## src/rtl/rns_pkg.sv

```systemverilog
// Package: rns_pkg
// Shared constants, types and elaboration-time helpers for the RNS decoder.
//   RNS_W          residue width
//   RNS_M0..RNS_M3 default moduli (pairwise coprime, product <= 2^32)
//   rns4_t         four packed residues, index k holds residue k
//   mrc_state_t    decoder FSM states
//   inv_mod(a, m)  modular inverse of a mod m (extended Euclid), for constants only
package rns_pkg;

  localparam int unsigned RNS_W  = 8;
  localparam int unsigned RNS_M0 = 233;
  localparam int unsigned RNS_M1 = 239;
  localparam int unsigned RNS_M2 = 241;
  localparam int unsigned RNS_M3 = 251;

  typedef logic [3:0][RNS_W-1:0] rns4_t;

  typedef enum logic [1:0] {
    IDLE,
    MRC,
    HORNER,
    DONE
  } mrc_state_t;

  // Extended Euclid. Only called with coprime constant operands, so the
  // inverse always exists; a negative coefficient is folded back into [0,m).
  function automatic int inv_mod(input int a, input int m);
    int t;
    int new_t;
    int r;
    int new_r;
    int q;
    int tmp;
    t     = 0;
    new_t = 1;
    r     = m;
    new_r = a % m;
    while (new_r != 0) begin
      q     = r / new_r;
      tmp   = t - q * new_t;
      t     = new_t;
      new_t = tmp;
      tmp   = r - q * new_r;
      r     = new_r;
      new_r = tmp;
    end
    if (t < 0) t = t + m;
    return t;
  endfunction

endpackage

```

## src/rtl/rns_mod_mulsub.sv

```systemverilog
// Module: rns_mod_mulsub
// Combinational modular multiply-subtract: res = ((a - b) mod m) * c mod m.
//   a, b   in  W  residues, both already < m
//   c      in  W  constant multiplier (an inverse from the MRC table)
//   m_sel  in  2  modulus select: 0 -> M1, 1 -> M2, 2/3 -> M3
//   res    out W  result, < m
module rns_mod_mulsub
  import rns_pkg::*;
#(
  parameter int unsigned W  = RNS_W,
  parameter int unsigned M1 = RNS_M1,
  parameter int unsigned M2 = RNS_M2,
  parameter int unsigned M3 = RNS_M3
) (
  input  logic [W-1:0] a,
  input  logic [W-1:0] b,
  input  logic [W-1:0] c,
  input  logic [1:0]   m_sel,
  output logic [W-1:0] res
);

  logic [W-1:0]   m;
  logic [W-1:0]   diff;
  logic [2*W-1:0] prod;

  // When a < b the W-bit subtraction wraps; adding m in the same width
  // wraps it back, leaving a - b + m which is already below m.
  always_comb begin
    case (m_sel)
      2'd0:    m = W'(M1);
      2'd1:    m = W'(M2);
      default: m = W'(M3);
    endcase
    if (a >= b) diff = a - b;
    else        diff = a - b + m;
    prod = {{W{1'b0}}, diff} * {{W{1'b0}}, c};
  end

  // One constant-divisor reduction per modulus, then a select, so each
  // remainder stays a fixed-constant operator.
  always_comb begin
    case (m_sel)
      2'd0:    res = W'(prod % (2*W)'(M1));
      2'd1:    res = W'(prod % (2*W)'(M2));
      default: res = W'(prod % (2*W)'(M3));
    endcase
  end

endmodule

```

## src/rtl/rns_to_int_mrc.sv

```systemverilog
// Module: rns_to_int_mrc
// Sequential RNS-to-integer decoder: mixed-radix conversion over 6 cycles,
// Horner evaluation over 3 cycles, result published one cycle later.
//   clk       in   1    system clock
//   reset     in   1    asynchronous, active-low reset
//   in_valid  in   1    x_rns valid this cycle
//   in_ready  out  1    idle, a word is accepted on in_valid
//   x_rns     in   4W   packed residues {r3,r2,r1,r0}
//   done      out  1    one-cycle pulse, y/err updated
//   busy      out  1    conversion in progress
//   y         out  32   reconstructed integer in [0, M0*M1*M2*M3)
//   err       out  1    some input residue was >= its modulus (y forced 0)
module rns_to_int_mrc
  import rns_pkg::*;
#(
  parameter int unsigned M0 = RNS_M0,
  parameter int unsigned M1 = RNS_M1,
  parameter int unsigned M2 = RNS_M2,
  parameter int unsigned M3 = RNS_M3,
  parameter int unsigned W  = RNS_W
) (
  input  logic          clk,
  input  logic          reset,
  input  logic          in_valid,
  output logic          in_ready,
  input  logic [4*W-1:0] x_rns,
  output logic          done,
  output logic          busy,
  output logic [31:0]   y,
  output logic          err
);

  if ((64'(M0) * 64'(M1) * 64'(M2) * 64'(M3) > 64'h1_0000_0000) ||
      (M0 >= (1 << W)) || (M1 >= (1 << W)) ||
      (M2 >= (1 << W)) || (M3 >= (1 << W))) begin : g_bad_moduli
    $error("rns_to_int_mrc: moduli do not fit W bits or their product exceeds 2^32");
  end

  localparam logic [W-1:0] MODS [4] = '{W'(M0), W'(M1), W'(M2), W'(M3)};

  // INVij = Mi^-1 mod Mj, fixed at elaboration
  localparam logic [W-1:0] INV01 = W'(inv_mod(int'(M0), int'(M1)));
  localparam logic [W-1:0] INV02 = W'(inv_mod(int'(M0), int'(M2)));
  localparam logic [W-1:0] INV03 = W'(inv_mod(int'(M0), int'(M3)));
  localparam logic [W-1:0] INV12 = W'(inv_mod(int'(M1), int'(M2)));
  localparam logic [W-1:0] INV13 = W'(inv_mod(int'(M1), int'(M3)));
  localparam logic [W-1:0] INV23 = W'(inv_mod(int'(M2), int'(M3)));

  mrc_state_t          state_q;
  mrc_state_t          state_d;
  logic [2:0]          step_q;
  logic [3:0][W-1:0]   rr;
  logic [31:0]         acc;
  logic                err_lat;

  logic [3:0][W-1:0]   red;
  logic [3:0]          bad;
  logic [1:0]          i_idx;
  logic [1:0]          j_idx;
  logic [W-1:0]        inv_c;
  logic [W-1:0]        ms_res;
  logic [W-1:0]        h_digit;
  logic [31:0]         h_mult;
  logic [31:0]         acc_next;

  // Entry reduction: raw residues are < 2^W < 2*Mk, so a single
  // conditional subtract brings them into range and flags the error.
  always_comb begin
    red = '0;
    bad = '0;
    for (int k = 0; k < 4; k++) begin
      if (x_rns[k*W +: W] >= MODS[k]) begin
        red[k] = x_rns[k*W +: W] - MODS[k];
        bad[k] = 1'b1;
      end else begin
        red[k] = x_rns[k*W +: W];
      end
    end
  end

  // MRC pair schedule (i,j): (0,1),(0,2),(0,3),(1,2),(1,3),(2,3)
  always_comb begin
    i_idx = 2'd0;
    j_idx = 2'd1;
    inv_c = INV01;
    case (step_q)
      3'd0: begin i_idx = 2'd0; j_idx = 2'd1; inv_c = INV01; end
      3'd1: begin i_idx = 2'd0; j_idx = 2'd2; inv_c = INV02; end
      3'd2: begin i_idx = 2'd0; j_idx = 2'd3; inv_c = INV03; end
      3'd3: begin i_idx = 2'd1; j_idx = 2'd2; inv_c = INV12; end
      3'd4: begin i_idx = 2'd1; j_idx = 2'd3; inv_c = INV13; end
      default: begin i_idx = 2'd2; j_idx = 2'd3; inv_c = INV23; end
    endcase
  end

  rns_mod_mulsub #(
    .W  (W),
    .M1 (M1),
    .M2 (M2),
    .M3 (M3)
  ) u_mulsub (
    .a     (rr[j_idx]),
    .b     (rr[i_idx]),
    .c     (inv_c),
    .m_sel (j_idx - 2'd1),
    .res   (ms_res)
  );

  // Horner digit/radix for the current step; acc < M keeps this in 32 bits
  always_comb begin
    h_digit = rr[0];
    h_mult  = 32'(M0);
    case (step_q)
      3'd0:    begin h_digit = rr[2]; h_mult = 32'(M2); end
      3'd1:    begin h_digit = rr[1]; h_mult = 32'(M1); end
      default: begin h_digit = rr[0]; h_mult = 32'(M0); end
    endcase
    acc_next = 32'(h_digit) + h_mult * acc;
  end

  always_ff @(posedge clk or negedge reset) begin
    if (!reset) state_q <= IDLE;
    else        state_q <= state_d;
  end

  always_comb begin
    state_d  = state_q;
    in_ready = 1'b0;
    busy     = 1'b1;
    case (state_q)
      IDLE: begin
        in_ready = 1'b1;
        busy     = 1'b0;
        if (in_valid) state_d = MRC;
      end
      MRC:     if (step_q == 3'd5) state_d = HORNER;
      HORNER:  if (step_q == 3'd2) state_d = DONE;
      DONE:    state_d = IDLE;
      default: state_d = IDLE;
    endcase
  end

  // The last MRC step produces a3, which seeds the accumulator directly so
  // HORNER needs only the three multiply-add steps.
  always_ff @(posedge clk or negedge reset) begin
    if (!reset) begin
      step_q  <= '0;
      rr      <= '0;
      acc     <= '0;
      err_lat <= 1'b0;
      y       <= '0;
      err     <= 1'b0;
      done    <= 1'b0;
    end else begin
      done <= 1'b0;
      case (state_q)
        IDLE: begin
          if (in_valid) begin
            rr      <= red;
            err_lat <= |bad;
            step_q  <= '0;
          end
        end
        MRC: begin
          rr[j_idx] <= ms_res;
          if (step_q == 3'd5) begin
            acc    <= 32'(ms_res);
            step_q <= '0;
          end else begin
            step_q <= step_q + 3'd1;
          end
        end
        HORNER: begin
          acc <= acc_next;
          if (step_q == 3'd2) step_q <= '0;
          else                step_q <= step_q + 3'd1;
        end
        DONE: begin
          y    <= err_lat ? 32'd0 : acc;
          err  <= err_lat;
          done <= 1'b1;
        end
        default: ;
      endcase
    end
  end

endmodule
```

## config.mk

```make
export PLATFORM = sky130hd
export DESIGN_NAME = rns_to_int_mrc
export DESIGN_NICKNAME = d
export VERILOG_FILES = /design/src/rtl/rns_pkg.sv /design/src/rtl/rns_mod_mulsub.sv /design/src/rtl/rns_to_int_mrc.sv
export SDC_FILE = /design/constraint.sdc
export NUM_CORES = 1
export LEC_CHECK = 0
export ABC_CLOCK_PERIOD_IN_PS = 36400
export CAP_MARGIN = 25
export CORE_MARGIN = 4
export CORE_UTILIZATION = 53
export CTS_BUF_LIST = sky130_fd_sc_hd__clkbuf_8
export CTS_CLUSTER_DIAMETER = 80
export DETAILED_ROUTE_END_ITERATION = 6
export PLACE_DENSITY = 0.71
export SLEW_MARGIN = 20
export SYNTH_ARGS = -nofsm -noshare
export SYNTH_HDL_FRONTEND = slang
export SYNTH_SLANG_ARGS = --single-unit
```

## constraint.sdc

```tcl
create_clock -name clk -period 36.4 [get_ports clk]
set_clock_uncertainty 0.1 [all_clocks]
set_input_delay 5.46 -clock clk [delete_from_list [all_inputs] [get_ports clk]]
set_output_delay 5.46 -clock clk [all_outputs]
set_load 0.01 [all_outputs]
```

Yosys cells after proc, flatten, opt, wreduce, memory -nomap -nowiden
Index checks and enable logic that the tools add are counted.
{"block": "word_totals", "reg_bits": 104, "inputBits": 35, "output_inout_bits": 36, "word_cells": 100}
{"block": "op_classes", "addsub": 9, "mul": 2, "div_mod_pow": 3, "order_cmp": 8, "eq_ne": 12, "n_mux": 39, "n_reduce_logical": 16}
{"op": "32-bit case mux with 2 select lines", "n": 2}
{"op": "32-bit 2-to-1 mux", "n": 3}
{"op": "8-bit 2-to-1 mux", "n": 8}
{"op": "16-bit by 8-bit modulo with 16-bit output (second input constant)", "n": 3}
{"op": "8-bit case mux with 5 select lines", "n": 1}
{"op": "8-bit by 32-bit adder with 32-bit output", "n": 1}
{"op": "8-bit binary-select mux with 2-bit select", "n": 2}
{"op": "32-bit bitwise mux", "n": 1}
{"op": "8-bit >= comparator (second input constant)", "n": 4}
{"op": "32-bit by 32-bit multiplier with 32-bit output", "n": 1}
{"op": "8-bit case mux with 2 select lines", "n": 2}
{"op": "8-bit subtractor (second input constant)", "n": 4}
{"op": "5-bit case mux with 2 select lines", "n": 2}
{"op": "8-bit demux with 2-bit select", "n": 1}
{"op": "8-bit by 8-bit multiplier with 16-bit output", "n": 1}
{"op": "3-bit 2-to-1 mux", "n": 3}
{"op": "3-bit case mux with 3 select lines", "n": 1}
{"op": "8-bit adder", "n": 1}
{"op": "8-bit >= comparator", "n": 1}
{"op": "2-bit case mux with 2 select lines", "n": 2}
{"op": "2-bit case mux with 4 select lines", "n": 1}
{"op": "2-bit AND reduction", "n": 4}
{"op": "8-bit subtractor", "n": 1}
{"op": "1-bit 2-to-1 mux", "n": 7}
{"op": "20 further kinds", "n": 32}

Longest topological paths before layout
{"block": "depth", "ltp_word": 13, "mapped_depth": 122, "ltp_nobuf": 114}

Modules after synthesis
A second synthesis with hierarchy kept.
{"block": "hier_totals", "cells_unflattened": 2287, "hier_area_um2": 19114.6}
{"mod": "rns_to_int_mrc", "instances": 1, "cells_each": 1450, "area_per_inst_um2": 12590.8, "seq_area_each_um2": 2602.5}
{"mod": "rns_mod_mulsub", "instances": 1, "cells_each": 837, "area_per_inst_um2": 6523.8, "seq_area_each_um2": 0.0}

Least setup slack after synthesis
OpenSTA, ideal clock, no wires.
{"block": "synth_path", "path_kind": "reg-to-reg", "startpoint": "reg step_q[0]", "endpoint": "reg acc[7]", "setup_time_ns": 0.126, "arrival_ns": 25.462, "t_required_ns": 36.174, "slack_ns": 10.712, "path_stages_with_launch": 116, "n_path_buf": 11, "period_less_slack_ns": 25.688, "cell_sequence": "dfrtp_1 -> clkbuf_1 -> clkbuf_1 -> buf_1 -> a21oi_1 -> inv_1 -> ha_1 -> clkbuf_1 -> clkbuf_1 -> mux4_2 -> ha_1 -> a21o_1 -> a21oi_1 -> o21bai_1 -> a21o_1 -> o21a_1 -> o21ai_0 -> nand2b_1 -> (+80 left out) -> o31a_1 -> nor3_2 -> nor3_1 -> buf_2 -> mux2_2 -> ha_1 -> nor2b_1 -> o21ai_0 -> nand2b_1 -> a31o_2 -> a21oi_1 -> nand3b_1 -> a21o_1 -> a31oi_2 -> nand4_1 -> and3_1 -> or2_1 -> a221o_1"}
{"block": "synth_between", "elab_chain_cells": 13, "elab_cells_between_ends": 37, "cone_classes": "add/sub: 4; mul: 2; div: 3; order compare: 1; eq/ne: 7; mux: 14; reduce/logical: 6"}
{"item": "start: declaration", "line_no": "rns_to_int_mrc.sv:51", "source": "logic [2:0] step_q;"}
{"item": "start signal: assignment", "line_no": "rns_to_int_mrc.sv:170", "source": "step_q <= step_q + 3'd1;"}
{"item": "start signal: assignment", "line_no": "rns_to_int_mrc.sv:176", "source": "else step_q <= step_q + 3'd1;"}
{"item": "3-bit by 2-bit equality test with 1-bit output, or another cell as far along", "line_no": "rns_to_int_mrc.sv:86", "source": "case (step_q)"}
{"item": "3-bit OR reduction (no source line) or 2-bit OR reduction (tied branches)"}
{"item": "2-bit case mux with 2 select lines", "line_no": "rns_to_int_mrc.sv:86"}
{"item": "8-bit binary-select mux with 2-bit select, or another cell as far along", "line_no": "rns_to_int_mrc.sv:103", "source": ".b (rr[i_idx]),"}
{"item": "8-bit 2-to-1 mux (not written as such), or another cell as far along", "line_no": "rns_to_int_mrc.sv:103"}
{"item": "8-bit subtractor or 5-bit case mux with 2 select lines (tied branches)", "line_no": "rns_mod_mulsub.sv:34, rns_mod_mulsub.sv:35, rns_mod_mulsub.sv:29"}
{"item": "8-bit adder", "line_no": "rns_mod_mulsub.sv:35", "source": "else diff = a - b + m;"}
{"item": "8-bit 2-to-1 mux", "line_no": "rns_mod_mulsub.sv:34", "source": "if (a >= b) diff = a - b;"}
{"item": "8-bit by 8-bit multiplier with 16-bit output", "line_no": "rns_mod_mulsub.sv:36", "source": "prod = {{W{1'b0}}, diff} * {{W{1'b0}}, c};"}
{"item": "16-bit by 8-bit modulo with 16-bit output, on equally long branches", "line_no": "rns_mod_mulsub.sv:45, rns_mod_mulsub.sv:43, rns_mod_mulsub.sv:44"}
{"item": "8-bit case mux with 2 select lines", "line_no": "rns_mod_mulsub.sv:42", "source": "case (m_sel)"}
{"item": "32-bit 2-to-1 mux", "line_no": "rns_to_int_mrc.sv:166", "source": "if (step_q == 3'd5) begin"}
{"item": "32-bit case mux with 2 select lines", "line_no": "rns_to_int_mrc.sv:156", "source": "case (state_q)"}
{"item": "end signal: assignment", "line_no": "rns_to_int_mrc.sv:167", "source": "acc <= 32'(ms_res);"}
{"item": "end signal: assignment", "line_no": "rns_to_int_mrc.sv:174", "source": "acc <= acc_next;"}
{"item": "end: declaration", "line_no": "rns_to_int_mrc.sv:53", "source": "logic [31:0] acc;"}
Parallel ways exist; a longest one is shown, timed or not. The select of a mux whose other input is x is not followed.
A chain may end at the register's enable or synchronous reset.

Final worst setup path
{"block": "layout_path", "startpoint": "reg step_q[0]", "endpoint": "reg rr[26] (netlist bit)"}
{"block": "layout_between", "elab_chain_cells": 13, "elab_cells_between_ends": 35, "cone_classes": "add/sub: 3; mul: 1; div: 3; order compare: 3; eq/ne: 5; mux: 14; reduce/logical: 6"}
{"item": "3-bit by 2-bit equality test with 1-bit output, or another cell as far along", "line_no": "rns_to_int_mrc.sv:86"}
{"item": "3-bit OR reduction (no source line) or 2-bit OR reduction (tied branches)"}
{"item": "2-bit case mux with 2 select lines", "line_no": "rns_to_int_mrc.sv:86"}
{"item": "8-bit binary-select mux with 2-bit select, or another cell as far along", "line_no": "rns_to_int_mrc.sv:103"}
{"item": "8-bit 2-to-1 mux (not written as such), or another cell as far along", "line_no": "rns_to_int_mrc.sv:103"}
{"item": "8-bit subtractor or 5-bit case mux with 2 select lines (tied branches)", "line_no": "rns_mod_mulsub.sv:34, rns_mod_mulsub.sv:35, rns_mod_mulsub.sv:29"}
{"item": "8-bit adder", "line_no": "rns_mod_mulsub.sv:35"}
{"item": "8-bit 2-to-1 mux", "line_no": "rns_mod_mulsub.sv:34"}
{"item": "8-bit by 8-bit multiplier with 16-bit output", "line_no": "rns_mod_mulsub.sv:36"}
{"item": "16-bit by 8-bit modulo with 16-bit output, on equally long branches", "line_no": "rns_mod_mulsub.sv:45, rns_mod_mulsub.sv:43, rns_mod_mulsub.sv:44"}
{"item": "8-bit case mux with 2 select lines", "line_no": "rns_mod_mulsub.sv:42"}
{"item": "32-bit bitwise mux *", "line_no": "rns_to_int_mrc.sv:165", "source": "rr[j_idx] <= ms_res;"}
{"item": "32-bit case mux with 2 select lines *", "line_no": "rns_to_int_mrc.sv:156"}
{"item": "end signal: assignment", "line_no": "rns_to_int_mrc.sv:159", "source": "rr <= red;"}
{"item": "end signal: indexed assignment", "line_no": "rns_to_int_mrc.sv:165"}
{"item": "end: declaration", "line_no": "rns_to_int_mrc.sv:52", "source": "logic [3:0][W-1:0] rr;"}
Every way passes the cells marked *; elsewhere a longest branch is shown, timed or not. The select of a mux whose other input is x is not followed.

==> results.py <==
metrics = {
    "status": {
        "status": "completed",
    },
    "layout": {
        "area_growth_pct": 7.39,
        "drive_gt1_share_pct": 5.92,
        "diodes": 0,
        "final_util_pct": 57.6,
        "fill_cells": 3081,
        "nets": 2490,
    },
    "timing": {
        "finalHoldViolCount": 0,
        "fin_tns_setup_ns": 0,
        "slew_headroom_pct": 36.8,
        "fmax_mhz": 36.6,
        "worst_pin_slew_ns": 0.940,
        "final.period_utilization_pct": 75.1,
        "grt_setup_unrepaired": "no",
        "setup_viol": 0,
        "period_minus_slack_ns": 27.34,
        "slew_viol_final": 0,
    },
    "synth": {
        "synth_seq_cells": 104,
        "synthMuxAreaShare_pct": 4.36,
        "syn_area_per_cell_um2": 8.70,
        "synthCells": 2065,
        "synth.net_count": 2466,
        "netlist_area_um2": 18000,
        "synthFlopType": "dfrtp_1",
        "synth_simple_gate_area_share_pct": 16.5,
        "synthAdderAreaFrac_pct": 34.0,
        "ys_warn_count": 0,
        "synth_compound_area_share_pct": 17.2,
        "synth-xor-area-share_pct": 5.31,
        "synth_top_family_by_area": "adder cells",
        "async_flop_share_pct": 100,
        "synth_cell_type_count": 100,
        "synth_edf_count": 0,
        "ys_seq_area_share_pct": 14.5,
    },
    "cts": {
        "htree_num_levels": 3,
        "post_cts_buffers": 0,
        "cts_hold_buf": 0,
        "cts_buffers": 9,
        "path_clk_slew_ns": 0.11,
        "cts_resized": 0,
        "clkSinkCount": 104,
        "clk_path_buf_depth": 2,
        "clkLatencyLatePin_ns": 0.41,
        "clock-root-buffer": "clkbuf_8",
        "tritoncts": "done",
    },
    "worst_setup_path": {
        "worstPathRequired_ns": 36.60,
        "critPathMostFrequentCell": "a21oi_1",
        "cp_max_fo": 36,
        "crit_type": "reg -> reg",
        "worstSetupStartpointType": "flop",
        "arrival_ns": 27.54,
        "critPathCaptureType": "flop",
        "critical_path.max_stage_delay_ns": 0.71,
        "crit_buf_inv": 11,
        "path_delay_family": "compound AO/OA/AOI/OAI gates",
        "slowest_stage": "dfrtp_1",
    },
    "drt": {
        "num_vias": 14762,
        "drtIter0Drc": 1113,
        "wl_per_cell_um": 17.4,
        "ant_nets": 0,
        "drc": 0,
        "wl_um": 44100,
        "viasPerCell": 5.81,
        "first_pass_iters": 5,
    },
    "run": {
        "drv_cap": 0,
    },
    "die": {
        "row_count": 67,
        "die_w_um": 192,
        "initial_utilization_pct": 53.6,
        "dieArea_um2": 36900,
        "die_height_um": 192,
        "ios": 71,
        "coreArea_um2": 33500,
    },
    "grt": {
        "gr-total-overflow": 0,
        "track_usage_pct": 24.9,
        "grt_pass1_vias": 15119,
        "grt_antenna_before_repair": 0,
        "grt_pass1_wl_um": 75500,
        "grt_max_degree": 67,
    },
    "placed_design": {
        "place.gp.congestion": 0.907,
        "io_buffers": 70,
        "hpwlAfterDp_um": 34700,
    },
    "worst_hold_path": {
        "hold_class": "reg -> reg",
    },
}
[registers in the layout (all words and copies together), names as in the netlist]
| signal | flops |
|---|---|
| step_q | 3 |
| state_q | 2 |
| done | 1 |
| err_lat | 1 |
| acc | 32 |
| rr | 32 |
| err | 1 |
| y | 32 |
[layer usage]
metal	part of all wire [%]	track usage, %	up-vias
met5	0	0	-
met4	2.5	7.16	0
met3	4.9	2.84	77
met2	47	40.3	425
met1	46	35.5	7231
li1	-	-	7029
[layout by cell type (no fill, tap or decap), types with 7 or more instances in the layout]
master	n
inv_1	314
fa_1	203
ha_1	161
nor2_1	147
o21ai_0	134
a21oi_1	118
nand2_1	112
dfrtp_1	104
xnor2_1	70
clkdlybuf4s50_1	69
and3_1	45
nor2b_1	41
xor2_1	39
mux2i_1	34
nand3b_1	33
o21a_1	30
and2_1	30
nand3_1	29
nand2b_1	24
nor3_1	24
a21o_1	22
or2_2	22
mux2_2	22
o221ai_1	16
buf_4	15
a31oi_1	14
o31ai_1	13
or3_1	12
o21bai_1	9
nand4_1	9
o211ai_1	9
clkbuf_8	9
nor4_1	8
a21boi_0	8
mux4_2	8
o22ai_1	7
[cells by family (layout without fill, tap and decap cells)]
kind of cell             after synthesis  in the layout
flip-flops                           104            104
AND/OR/NAND/NOR                      570            570
XOR/XNOR                             109            109
multiplexers                          65             65
AO/OA/AOI/OAI                        465            465
buffers and inverters                386            415
adder cells (fa/ha/maj)              366            366
[final timing paths]
kind	startpoint	to	slack [ns]	depth (start not counted)
max in group asynchronous	reset	rr[29]$_DFFE_PN0P_	30.06	2
worst max register to register	step_q[0]$_DFFE_PN0P_	rr[26]$_DFFE_PN0P_	9.06	115
worst min-delay path	y[5]$_DFFE_PN0P_	y[5]$_DFFE_PN0P_	0.43	2
worst max-delay path	step_q[0]$_DFFE_PN0P_	rr[26]$_DFFE_PN0P_	9.06	115
min in group asynchronous	reset	acc[25]$_DFFE_PN0P_	4.93	1
worst min register to register	y[5]$_DFFE_PN0P_	y[5]$_DFFE_PN0P_	0.43	2
[Yosys cell counts (5+ instances only)]
cell,count,area (um2)
and2_1,30,188
a21boi_0,8,60.1
nor2b_1,42,263
a21o_1,22,165
nand3b_1,33,248
mux2i_1,34,340
and3_1,45,282
nor2_1,148,556
o31a_1,5,43.8
o21a_1,30,225
dfrtp_1,104,2600
xnor2_1,70,613
fa_1,203,4060
clkbuf_1,59,221
a21oi_1,118,591
or2_2,22,138
o221ai_1,16,140
o21bai_1,9,67.6
inv_1,314,1180
a211oi_1,6,45.0
buf_1,6,22.5
o21ai_0,135,676
a32oi_1,6,52.6
xor2_1,39,342
ha_1,163,2040
or3_1,12,75.1
nand2b_1,24,150
mux2_2,22,248
nand2_1,112,420
o31ai_1,13,97.6
mux4_2,8,180
or4_1,6,45.0
nor4_1,8,50.1
a31oi_1,14,87.6
nor3_1,25,125
o211ai_1,9,67.6
o22ai_1,7,43.8
nand4_1,9,56.3
nor3b_1,5,37.5
nand3_1,29,145
[through the flow]
step	setup slack, ns	cell area (um2)	instances	hold WS (ns)
4_1_cts	9.23	19300	2541	0.433
3_3_place_gp	10.15	19100	2525	0.392
3_5_place_dp	9.34	19100	2525	0.406
6_report	9.06	19300	2542	0.426
2_1_floorplan	10.71	18000	2065	0.376
5_1_grt	6.85	19300	2542	0.447
[area by class of cell]
type / instances / area, um2 / area share [%]
clock buffer: 9 / 124 / 0.642
clock inverter: 7 / 101 / 0.525
inverter: 315 / 1180 / 6.13
multi-input combinational: 1575 / 13900 / 72.2
sequential: 104 / 2600 / 13.5
tap: 448 / 561 / 2.90
timing repair buffer: 84 / 803 / 4.16
[worst min-delay path: cells and delay by family (launching register included)]
kind                   cells  cell delay [ns]
buffers and inverters      1             0.05
flip-flops                 1             0.39
AO/OA/AOI/OAI              1             0.06
Power is left out: the tool's default activity adds up to more than one toggle a clock period on the data nets, which glitch-free logic cannot reach.
